## config.mk

```make
export PLATFORM = sky130hd
export DESIGN_NAME = multicycle_control_flat
export DESIGN_NICKNAME = d
export VERILOG_FILES = /design/src/rtl/multicycle_control_pkg.sv /design/src/rtl/multicycle_control_if.sv /design/src/rtl/multicycle_control_alu_decoder.sv /design/src/rtl/multicycle_control.sv /design/src/flat_wrapper.sv
export SDC_FILE = /design/constraint.sdc
export NUM_CORES = 1
export LEC_CHECK = 0
export BUFFER_PORTS_ARGS = -buffer_cell sky130_fd_sc_hd__buf_2
export CAP_MARGIN = 15
export CORE_AREA = 5 5 42 44
export CTS_CLUSTER_SIZE = 14
export DETAILED_ROUTE_END_ITERATION = 10
export DIE_AREA = 0 0 47 49
export GPL_TIMING_DRIVEN = 0
export PLACE_DENSITY = 0.75
export SLEW_MARGIN = 20
export SYNTH_ARGS = -nofsm -noshare
export SYNTH_HDL_FRONTEND = slang
export SYNTH_SLANG_ARGS = --single-unit
```

## constraint.sdc

```tcl
create_clock -name clock -period 4.1 [get_ports clock]
set_clock_uncertainty 0.1 [all_clocks]
set_input_delay 0.41 -clock clock [delete_from_list [all_inputs] [get_ports clock]]
set_output_delay 0.41 -clock clock [all_outputs]
set_load 0.03 [all_outputs]
```

## src/rtl/multicycle_control_pkg.sv

```systemverilog
// Shared definitions for the multicycle controller: opcodes, state encoding,
// ALU operation codes and the PC / write-data source selects.
package multicycle_control_pkg;

  typedef enum logic [2:0] {
    S_FETCH  = 3'd0,
    S_DECODE = 3'd1,
    S_EXEC   = 3'd2,
    S_MEM    = 3'd3,
    S_WB     = 3'd4,
    S_HALT   = 3'd5
  } state_e;

  localparam logic [6:0] OP_R      = 7'b0110011;
  localparam logic [6:0] OP_I      = 7'b0010011;
  localparam logic [6:0] OP_LOAD   = 7'b0000011;
  localparam logic [6:0] OP_STORE  = 7'b0100011;
  localparam logic [6:0] OP_BRANCH = 7'b1100011;
  localparam logic [6:0] OP_JAL    = 7'b1101111;
  localparam logic [6:0] OP_SYSTEM = 7'b1110011;

  localparam logic [3:0] ALU_AND = 4'b0000;
  localparam logic [3:0] ALU_OR  = 4'b0001;
  localparam logic [3:0] ALU_ADD = 4'b0010;
  localparam logic [3:0] ALU_SUB = 4'b0110;
  localparam logic [3:0] ALU_SLT = 4'b0111;

  localparam logic [1:0] PC_PLUS4  = 2'd0;
  localparam logic [1:0] PC_BRANCH = 2'd1;
  localparam logic [1:0] PC_JUMP   = 2'd2;

  localparam logic [1:0] WD_MEM = 2'd0;
  localparam logic [1:0] WD_ALU = 2'd1;
  localparam logic [1:0] WD_PC4 = 2'd2;

  localparam logic [2:0] F3_BEQ = 3'b000;
  localparam logic [2:0] F3_BNE = 3'b001;

endpackage

```

## src/rtl/multicycle_control_if.sv

```systemverilog
// Controller <-> datapath signal bundle. The controller drives the control
// outputs (master); the datapath/memory side supplies instruction fields and
// status (slave).
interface multicycle_control_if;
  logic [6:0] opcode;
  logic [2:0] funct3;
  logic       funct7_5;
  logic       alu_zero;
  logic       mem_ready;

  logic       pc_write;
  logic       ir_write;
  logic [1:0] OrigPC;
  logic [1:0] OrigWriteData;
  logic [3:0] ALUControl;
  logic       OrigULA;
  logic       MemRead;
  logic       MemWrite;
  logic       RegWrite;
  logic       illegal;
  logic [2:0] state;

  modport master (
    input  opcode, funct3, funct7_5, alu_zero, mem_ready,
    output pc_write, ir_write, OrigPC, OrigWriteData, ALUControl, OrigULA,
           MemRead, MemWrite, RegWrite, illegal, state
  );

  modport slave (
    output opcode, funct3, funct7_5, alu_zero, mem_ready,
    input  pc_write, ir_write, OrigPC, OrigWriteData, ALUControl, OrigULA,
           MemRead, MemWrite, RegWrite, illegal, state
  );
endinterface

```

## src/rtl/multicycle_control_alu_decoder.sv

```systemverilog
// ALU operation decode from opcode and funct fields. Purely combinational.
module alu_decoder
  import multicycle_control_pkg::*;
(
  input  logic [6:0] opcode_i,
  input  logic [2:0] funct3_i,
  input  logic       funct7_5_i,
  output logic [3:0] alu_control_o
);

  // Map instruction class and funct3 onto an ALU operation
  always_comb begin
    // NOTE: every combinational output gets a default first so no path leaves
    // it unassigned, which would otherwise infer a latch.
    alu_control_o = ALU_ADD;
    case (opcode_i)
      OP_R, OP_I: begin
        case (funct3_i)
          3'b000:  alu_control_o = (opcode_i == OP_R && funct7_5_i) ? ALU_SUB : ALU_ADD;
          3'b111:  alu_control_o = ALU_AND;
          3'b110:  alu_control_o = ALU_OR;
          3'b010:  alu_control_o = ALU_SLT;
          default: alu_control_o = ALU_ADD;
        endcase
      end
      OP_BRANCH: alu_control_o = ALU_SUB;
      default:   alu_control_o = ALU_ADD;
    endcase
  end

endmodule

```

## src/rtl/multicycle_control.sv

```systemverilog
// Multicycle RISC-V style main controller: FETCH/DECODE/EXEC/MEM/WB.
// Optional feature macro ECALL_HALT_EN: opcode 1110011 enters a sticky HALT
// state; without it that opcode is reported as illegal.
module multicycle_control
  import multicycle_control_pkg::*;
(
  input logic                 clock,
  input logic                 reset,
  multicycle_control_if.master bus
);

  state_e     state_q, state_d;
  logic [3:0] alu_ctrl;
  logic       pc_write, ir_write, mem_read, mem_write, reg_write, illegal;
  logic [1:0] orig_pc, orig_wd;
  logic       orig_ula;

  alu_decoder u_alu_decoder (
    .opcode_i      (bus.opcode),
    .funct3_i      (bus.funct3),
    .funct7_5_i    (bus.funct7_5),
    .alu_control_o (alu_ctrl)
  );

  // State register, forced to FETCH asynchronously by reset
  always_ff @(posedge clock or posedge reset) begin
    // NOTE: sequential state uses non-blocking assignment so every register
    // samples pre-edge values regardless of evaluation order.
    if (reset) state_q <= S_FETCH;
    else       state_q <= state_d;
  end

  // Next-state and control decode for the current state
  always_comb begin
    state_d   = state_q;
    pc_write  = 1'b0;
    ir_write  = 1'b0;
    mem_read  = 1'b0;
    mem_write = 1'b0;
    reg_write = 1'b0;
    illegal   = 1'b0;
    orig_pc   = PC_PLUS4;
    orig_wd   = WD_ALU;
    orig_ula  = 1'b0;
    case (state_q)
      S_FETCH: begin
        mem_read = 1'b1;
        if (bus.mem_ready) begin
          ir_write = 1'b1;
          pc_write = 1'b1;
          state_d  = S_DECODE;
        end
      end
      S_DECODE: begin
        case (bus.opcode)
          OP_R, OP_I, OP_LOAD, OP_STORE, OP_BRANCH: state_d = S_EXEC;
          OP_JAL: state_d = S_WB;
`ifdef ECALL_HALT_EN
          OP_SYSTEM: state_d = S_HALT;
`endif
          default: begin
            illegal = 1'b1;
            state_d = S_FETCH;
          end
        endcase
      end
      S_EXEC: begin
        orig_ula = (bus.opcode == OP_I) || (bus.opcode == OP_LOAD) ||
                   (bus.opcode == OP_STORE);
        case (bus.opcode)
          OP_R, OP_I:         state_d = S_WB;
          OP_LOAD, OP_STORE:  state_d = S_MEM;
          OP_BRANCH: begin
            orig_pc = PC_BRANCH;
            if (bus.funct3 == F3_BEQ)      pc_write = bus.alu_zero;
            else if (bus.funct3 == F3_BNE) pc_write = ~bus.alu_zero;
            state_d = S_FETCH;
          end
          default:            state_d = S_FETCH;
        endcase
      end
      S_MEM: begin
        mem_read  = (bus.opcode == OP_LOAD);
        mem_write = (bus.opcode == OP_STORE);
        if (bus.mem_ready) state_d = (bus.opcode == OP_LOAD) ? S_WB : S_FETCH;
      end
      S_WB: begin
        reg_write = 1'b1;
        if (bus.opcode == OP_LOAD) begin
          orig_wd = WD_MEM;
        end else if (bus.opcode == OP_JAL) begin
          orig_wd  = WD_PC4;
          pc_write = 1'b1;
          orig_pc  = PC_JUMP;
        end
        state_d = S_FETCH;
      end
`ifdef ECALL_HALT_EN
      S_HALT: state_d = S_HALT;
`endif
      default: state_d = S_FETCH;
    endcase
  end

  // NOTE: enables are gated by reset directly so an in-flight access is
  // dropped the moment reset rises, without waiting for a clock edge.
  assign bus.pc_write      = pc_write  & ~reset;
  assign bus.ir_write      = ir_write  & ~reset;
  assign bus.MemRead       = mem_read  & ~reset;
  assign bus.MemWrite      = mem_write & ~reset;
  assign bus.RegWrite      = reg_write & ~reset;
  assign bus.illegal       = illegal   & ~reset;
  assign bus.OrigPC        = orig_pc;
  assign bus.OrigWriteData = orig_wd;
  assign bus.OrigULA       = orig_ula;
  assign bus.ALUControl    = alu_ctrl;
  assign bus.state         = state_q;

endmodule

```

## src/flat_wrapper.sv

```systemverilog
// flat-port wrapper written by rule: the top's interface ports become plain ports
module multicycle_control_flat import multicycle_control_pkg::*;
  (clock, reset, bus_opcode, bus_funct3, bus_funct7_5, bus_alu_zero, bus_mem_ready, bus_pc_write, bus_ir_write, bus_OrigPC, bus_OrigWriteData, bus_ALUControl, bus_OrigULA, bus_MemRead, bus_MemWrite, bus_RegWrite, bus_illegal, bus_state);
  multicycle_control_if bus_i ();
  input logic clock;
  input logic reset;
  input wire logic [$bits(bus_i.opcode)-1:0] bus_opcode;
  input wire logic [$bits(bus_i.funct3)-1:0] bus_funct3;
  input wire logic [$bits(bus_i.funct7_5)-1:0] bus_funct7_5;
  input wire logic [$bits(bus_i.alu_zero)-1:0] bus_alu_zero;
  input wire logic [$bits(bus_i.mem_ready)-1:0] bus_mem_ready;
  output wire logic [$bits(bus_i.pc_write)-1:0] bus_pc_write;
  output wire logic [$bits(bus_i.ir_write)-1:0] bus_ir_write;
  output wire logic [$bits(bus_i.OrigPC)-1:0] bus_OrigPC;
  output wire logic [$bits(bus_i.OrigWriteData)-1:0] bus_OrigWriteData;
  output wire logic [$bits(bus_i.ALUControl)-1:0] bus_ALUControl;
  output wire logic [$bits(bus_i.OrigULA)-1:0] bus_OrigULA;
  output wire logic [$bits(bus_i.MemRead)-1:0] bus_MemRead;
  output wire logic [$bits(bus_i.MemWrite)-1:0] bus_MemWrite;
  output wire logic [$bits(bus_i.RegWrite)-1:0] bus_RegWrite;
  output wire logic [$bits(bus_i.illegal)-1:0] bus_illegal;
  output wire logic [$bits(bus_i.state)-1:0] bus_state;
  assign bus_i.opcode = bus_opcode;
  assign bus_i.funct3 = bus_funct3;
  assign bus_i.funct7_5 = bus_funct7_5;
  assign bus_i.alu_zero = bus_alu_zero;
  assign bus_i.mem_ready = bus_mem_ready;
  assign bus_pc_write = bus_i.pc_write;
  assign bus_ir_write = bus_i.ir_write;
  assign bus_OrigPC = bus_i.OrigPC;
  assign bus_OrigWriteData = bus_i.OrigWriteData;
  assign bus_ALUControl = bus_i.ALUControl;
  assign bus_OrigULA = bus_i.OrigULA;
  assign bus_MemRead = bus_i.MemRead;
  assign bus_MemWrite = bus_i.MemWrite;
  assign bus_RegWrite = bus_i.RegWrite;
  assign bus_illegal = bus_i.illegal;
  assign bus_state = bus_i.state;
  multicycle_control u_core (.clock(clock), .reset(reset), .bus(bus_i));
endmodule
```

==> metrics, run 1 <==
FP Rows=14; commonest cells in the netlist=9 x nand2_1, 9 x nor2_1; setup violators final=0; synthesis-to-finish area growth=46.7%; DR WL met2=582 um; Die ar.=2300 um2; number of warning messages in the yosys log=0; endpoint kind of the worst setup timing path=primary output; width of the die=47 um; clock transition at the registers of the reported paths=30 ps; average instance area after synthesis=6.97 um2; EDFF count, synth=0; multi-input logic area=343 um2; Yosys cell types=31; Routed WL=1260 um; number of standard cells after synthesis=65; violation count after the first detailed-route iteration=14; number of global-route vias before repair=531; library cell used as clock root buffer=clkbuf_4; area occupied by registers=75.1 um2; post-synthesis net count=80; clock insertion delay at the later pin of the skew report=230 ps; pin count of the biggest net entering global routing=11; wire length on met3=152 um; die span in y=49 um; run status=finished clean; sequential-to-total area share from yosys stat=0.166; largest buffer count on any clock path=2; post-layout net count=117; Detailed Place HPWL=1070 um; unrepaired setup endpoints after global routing=false; number of antenna diodes=0; final setup TNS=0 ps; Tcrit/Tclk final=0.547; async set-or-reset flop fraction in the synthesized netlist=1.00; VDD IR-drop max=56.6 uV; Overflow after GRT=0; Pwr per Cell Area=188 nW/um2; Initial Utilization=0.323; predominant post-synthesis flop cell=dfrtp_1; leading post-synthesis cells by cell area=dfrtp_1 17%, nand2_1 7.5%, nor2_1 7.5%; top metal layer carrying routed signals=met3; FF+latch count, synth=3; routed wirelength normalized by instance count=10.7 um; required time reported for the critical path endpoint=3590 ps; Max Transition Viols Final=0; leading area contributor after synthesis=dfrtp_1; routed metal-1 wire length=523 um; Sink Count=3; Layout fillers=149; vias per cell=5.07; vias after detailed routing=593; initial antenna violation count=0; Antenna Nets Post-Route=0; end-of-flow core utilization=0.474; Max Fclk=446 MHz; Core Box Area=1400 um2; Setup crit start kind=register; deepest level of the CTS H-tree=1; clock tree from TritonCTS=done; Total Routing Usage GR=0.111; remaining routing DRC violations=0; share of post-route cells with drive strength above 1=0.406; worst hold path type=input pin to register; Netlist Area Pre-Place=453 um2; length of the first detailed-routing pass in iterations=4; maximum fanout count along the critical path=10; startpoint-to-endpoint class of the critical path=register to primary output; Placer Congestion=0.815; clock period minus final worst setup slack=2240 ps; leakage power total=0.000332 uW; Port Buf Inserts=31; share of the synthesized area in the top cell type=0.166; I/O pin cnt=33; number of flip-flops in the largest register=3; count of final hold-check violations=0; worst path arrival time=1730 ps; Max Cap Violations=0; global-route wire length before repair=2010 um; number of buffers added by the clock tree synthesis step=3
-- critical path, cell delays in order (launching register included) --
cell      delay [ps]
dfrtp_1          360
buf_2            170
nand2b_1         220
nor4_2           290
nand2_1           80
a31oi_1          160
buf_2            220
-- layer usage --
layer  vias to the layer above  track usage
met4                         0       0.0415
met1                       255        0.147
met2                        31        0.174
met5                         -            0
li1                        307            -
met3                         0       0.0185
-- per-stage QoR --
stage | area, um2 | hold WS [ps] | power (uW) | setup WS [ps] | cells
floorplan | 453 | 69.0 | 57.2 | 1370 | 65
global placement | 628 | 220 | 73.5 | 2000 | 112
detailed placement | 628 | 228 | 74.1 | 1990 | 112
CTS | 664 | 400 | 128 | 1840 | 117
global route | 664 | 457 | 132 | 1750 | 117
finish | 664 | 406 | 125 | 1860 | 117
-- cell usage in the layout, fill, tap and decap left out, types with 4 or more instances in the layout --
cell type	n
buf_2	32
inv_1	4
a21oi_1	4
nor2_1	9
nand2_1	9
nor3_1	4
nand3b_1	4
-- area by class of cell --
class | instances | share of cell area
tap | 16 | 0.0301
multi-input combinational | 54 | 0.516
clock buffer | 4 | 0.0395
inverter | 4 | 0.0226
buffer | 4 | 0.0301
sequential | 3 | 0.113
timing repair buffer | 32 | 0.249
-- cell families after synthesis --
family | count (synthesis) | synth area share
buffers and inverters | 8 | 0.0773
xor gates and xnor gates | 1 | 0.0193
DFF | 3 | 0.166
other | 1 | 0.00828
AOI/OAI and AO/OA | 12 | 0.202
and+or+nand+nor | 40 | 0.528
-- worst paths after layout --
| kind | startpoint | to | slack, ps | cells after the start |
|---|---|---|---|---|
| setup / recovery | u_core.bus.state[0] | bus_pc_write | 1860 | 6 |
| max in group asynchronous | reset | u_core.bus.state[2] | 3220 | 3 |
| setup reg to reg | u_core.bus.state[0] | u_core.bus.state[2] | 2650 | 5 |
| hold / removal | bus_mem_ready | u_core.bus.state[0] | 410 | 4 |
| min in group asynchronous | reset | u_core.bus.state[0] | 530 | 3 |
| hold reg to reg | u_core.bus.state[0] | u_core.bus.state[0] | 630 | 4 |
-- power breakdown --
part / internal [uW] / switching (uW) / total [uW]
Clock: 36.4 / 13.8 / 50.2
Combinational: 17.0 / 26.2 / 43.2
Sequential: 30.8 / 0.505 / 31.3
Total: 84.1 / 40.4 / 125
-- timing repair --
action	in CTS	in global routing
resized for setup	0	0
hold endpoints to repair	3	0
setup buffers	0	0
hold buffers	1	0
Power figures use the tool's default switching activity.
==> inputs of run 2 (changes only) <==
--- a/config.mk
+++ b/config.mk
@@ -12,7 +12,7 @@
 export DETAILED_ROUTE_END_ITERATION = 10
 export DIE_AREA = 0 0 47 49
 export GPL_TIMING_DRIVEN = 0
-export PLACE_DENSITY = 0.75
+export PLACE_DENSITY = 0.78
 export SLEW_MARGIN = 20
 export SYNTH_ARGS = -nofsm -noshare
 export SYNTH_HDL_FRONTEND = slang
==> constraint.sdc (replaced) <==
create_clock -name clock -period 1.85 [get_ports clock]
set_clock_uncertainty 0.1 [all_clocks]
set_input_delay 0.185 -clock clock [delete_from_list [all_inputs] [get_ports clock]]
set_output_delay 0.185 -clock clock [all_outputs]
set_load 0.03 [all_outputs]
==> run 2 against run 1 <==
Combinational power grew to 2.8 times the previous value. Critical path depth is 1 lower. Global-route usage rose by 1.3 points. Clock power is 130% higher. Cell area up 16%. Register-to-register slack got worse by 2100 ps. Clock-buffer cell count unchanged. Worst hold slack worse by 220 ps. Via count is 8.1% higher. Total power increased by 150%. Sequential share of layout area down 1.5 points. Critical endpoint unchanged. Die area unchanged.
==> metrics, run 2 (synthesized netlist as in run 1, its figures left out) <==
Max Fclk=561 MHz; clock transition at the registers of the reported paths=30 ps; run status=finished clean; worst hold path type=input pin to register; cell chain of the critical path=buf_2, nor2_4, nand3b_1, a31oi_2, buf_6; VDD IR-drop max=138 uV; Tcrit/Tclk final=0.963; count of final hold-check violations=0; most common cell after layout, fill and taps aside=buf_2; Overflow after GRT=0; synthesis-to-finish area growth=69.6%; width of the die=47 um; vias after detailed routing=641; clock tree from TritonCTS=done; worst path arrival time=1500 ps; Detailed Place HPWL=1110 um; maximum fanout count along the critical path=10; startpoint-to-endpoint class of the critical path=register to primary output; global-route wire length before repair=2240 um; highest-count cells in the layout ignoring fill and taps=30 x buf_2, 9 x nand2_1, 8 x nor2_1; maximum cell stage delay along the critical path=410 ps; cell with the largest stage delay on the worst path=dfrtp_1; Port Buf Inserts=31; Routed WL=1400 um; setup violators final=0; leakage power total=0.000376 uW; non-filler instance count after layout=122; deepest level of the CTS H-tree=1; clock period minus final worst setup slack=1780 ps; Sink Count=3; largest buffer count on any clock path=2; Max Cap Violations=0; number of buffers added by the clock tree synthesis step=3; Placer Congestion=0.759; initial antenna violation count=0; library cell used as clock root buffer=clkbuf_4; number of antenna diodes=0; remaining routing DRC violations=0; post-route cell area=768 um2; length of the first detailed-routing pass in iterations=4; I/O pin cnt=33; die span in y=49 um; final setup TNS=0 ps; post-layout net count=122; vias per cell=5.25; number of global-route vias before repair=572; endpoint kind of the worst setup timing path=primary output; share of post-route cells with drive strength above 1=0.509; Post-Place Cell Area=659 um2; unrepaired setup endpoints after global routing=true; Core Box Area=1400 um2; Antenna Nets Post-Route=0; required time reported for the critical path endpoint=1560 ps; Setup crit start kind=register; pin count of the biggest net entering global routing=11; violation count after the first detailed-route iteration=7; Initial Utilization=0.323; clock insertion delay at the later pin of the skew report=230 ps; Die ar.=2300 um2; worst slack on hold paths=191 ps; Total Routing Usage GR=0.125; Max Transition Viols Final=0; routed wirelength normalized by instance count=11.5 um; # placed instances=112; number of flip-flops in the largest register=3; Pwr per Cell Area=399 nW/um2; FP Rows=14
## run 2: cell types whose count changed in the layout (fill, tap and decap cells not counted), moves of 2 or more
| cell | change |
|---|---|
| nor3_2 | +2 |
| buf_2 | -2 |
| buf_4 | +6 |
| nor3_1 | -2 |
| clkbuf_1 | -2 |
| buf_6 | +2 |
## run 2: repair_timing
| item | 4_1_cts | 5_1_grt |
|---|---|---|
| endpoints found under the hold margin | 3 | 0 |
| setup buffers | 1 | 4 |
| pin swaps | 1 | 1 |
| endpoints found under the setup margin | 6 | 8 |
| hold buffers | 1 | 0 |
| gates resized for setup | 7 | 9 |
## run 2: area by class of cell
cell class,instances,area (um2)
fill,161,633
sequential,3,75.1
multi-input combinational,54,389
clock buffer,4,26.3
timing repair buffer,37,214
tap,16,20.0
buffer,4,28.8
inverter,4,15.0
## run 2: path summary, 6_finish.rpt
check	from	endpoint	slack, ps	cells after the start
max	u_core.bus.state[1]	bus_pc_write	70	5
max in group asynchronous	reset	u_core.bus.state[1]	1210	3
min	bus_mem_ready	u_core.bus.state[0]	190	4
min reg2reg	u_core.bus.state[1]	u_core.bus.state[0]	630	3
max reg2reg	u_core.bus.state[0]	u_core.bus.state[2]	530	5
min in group asynchronous	reset	u_core.bus.state[2]	300	3
## run 2: per-layer routing
metal | vias to the layer above | GRT usage | routed length (um)
li1 | 317 | - | -
met4 | 0 | 0.0415 | 0
met3 | 0 | 0.0221 | 113
met1 | 300 | 0.160 | 548
met5 | - | 0 | 0
met2 | 24 | 0.201 | 739
## run 2: power by group
part	switching, uW	internal (uW)
clock network	34.3	80.8
logic	65.6	55.7
registers	1.53	68.2
total	101	205
## run 2: stage by stage
stage                     power [uW]  utilization  setup slack [ps]
after detailed placement         168        0.471               110
after floorplan                  130            -              -271
after global placement           166        0.471               122
final                            306        0.548              68.9
after CTS                        297        0.515             0.867
after global routing             330        0.548             -56.3
## run 2: critical path, delay by kind of cell (launching register included)
| kind | cells | cell delay [ps] |
|---|---|---|
| DFF | 1 | 410 |
| buffers and inverters | 2 | 360 |
| AOI/OAI and AO/OA | 1 | 200 |
| and+or+nand+nor | 2 | 300 |
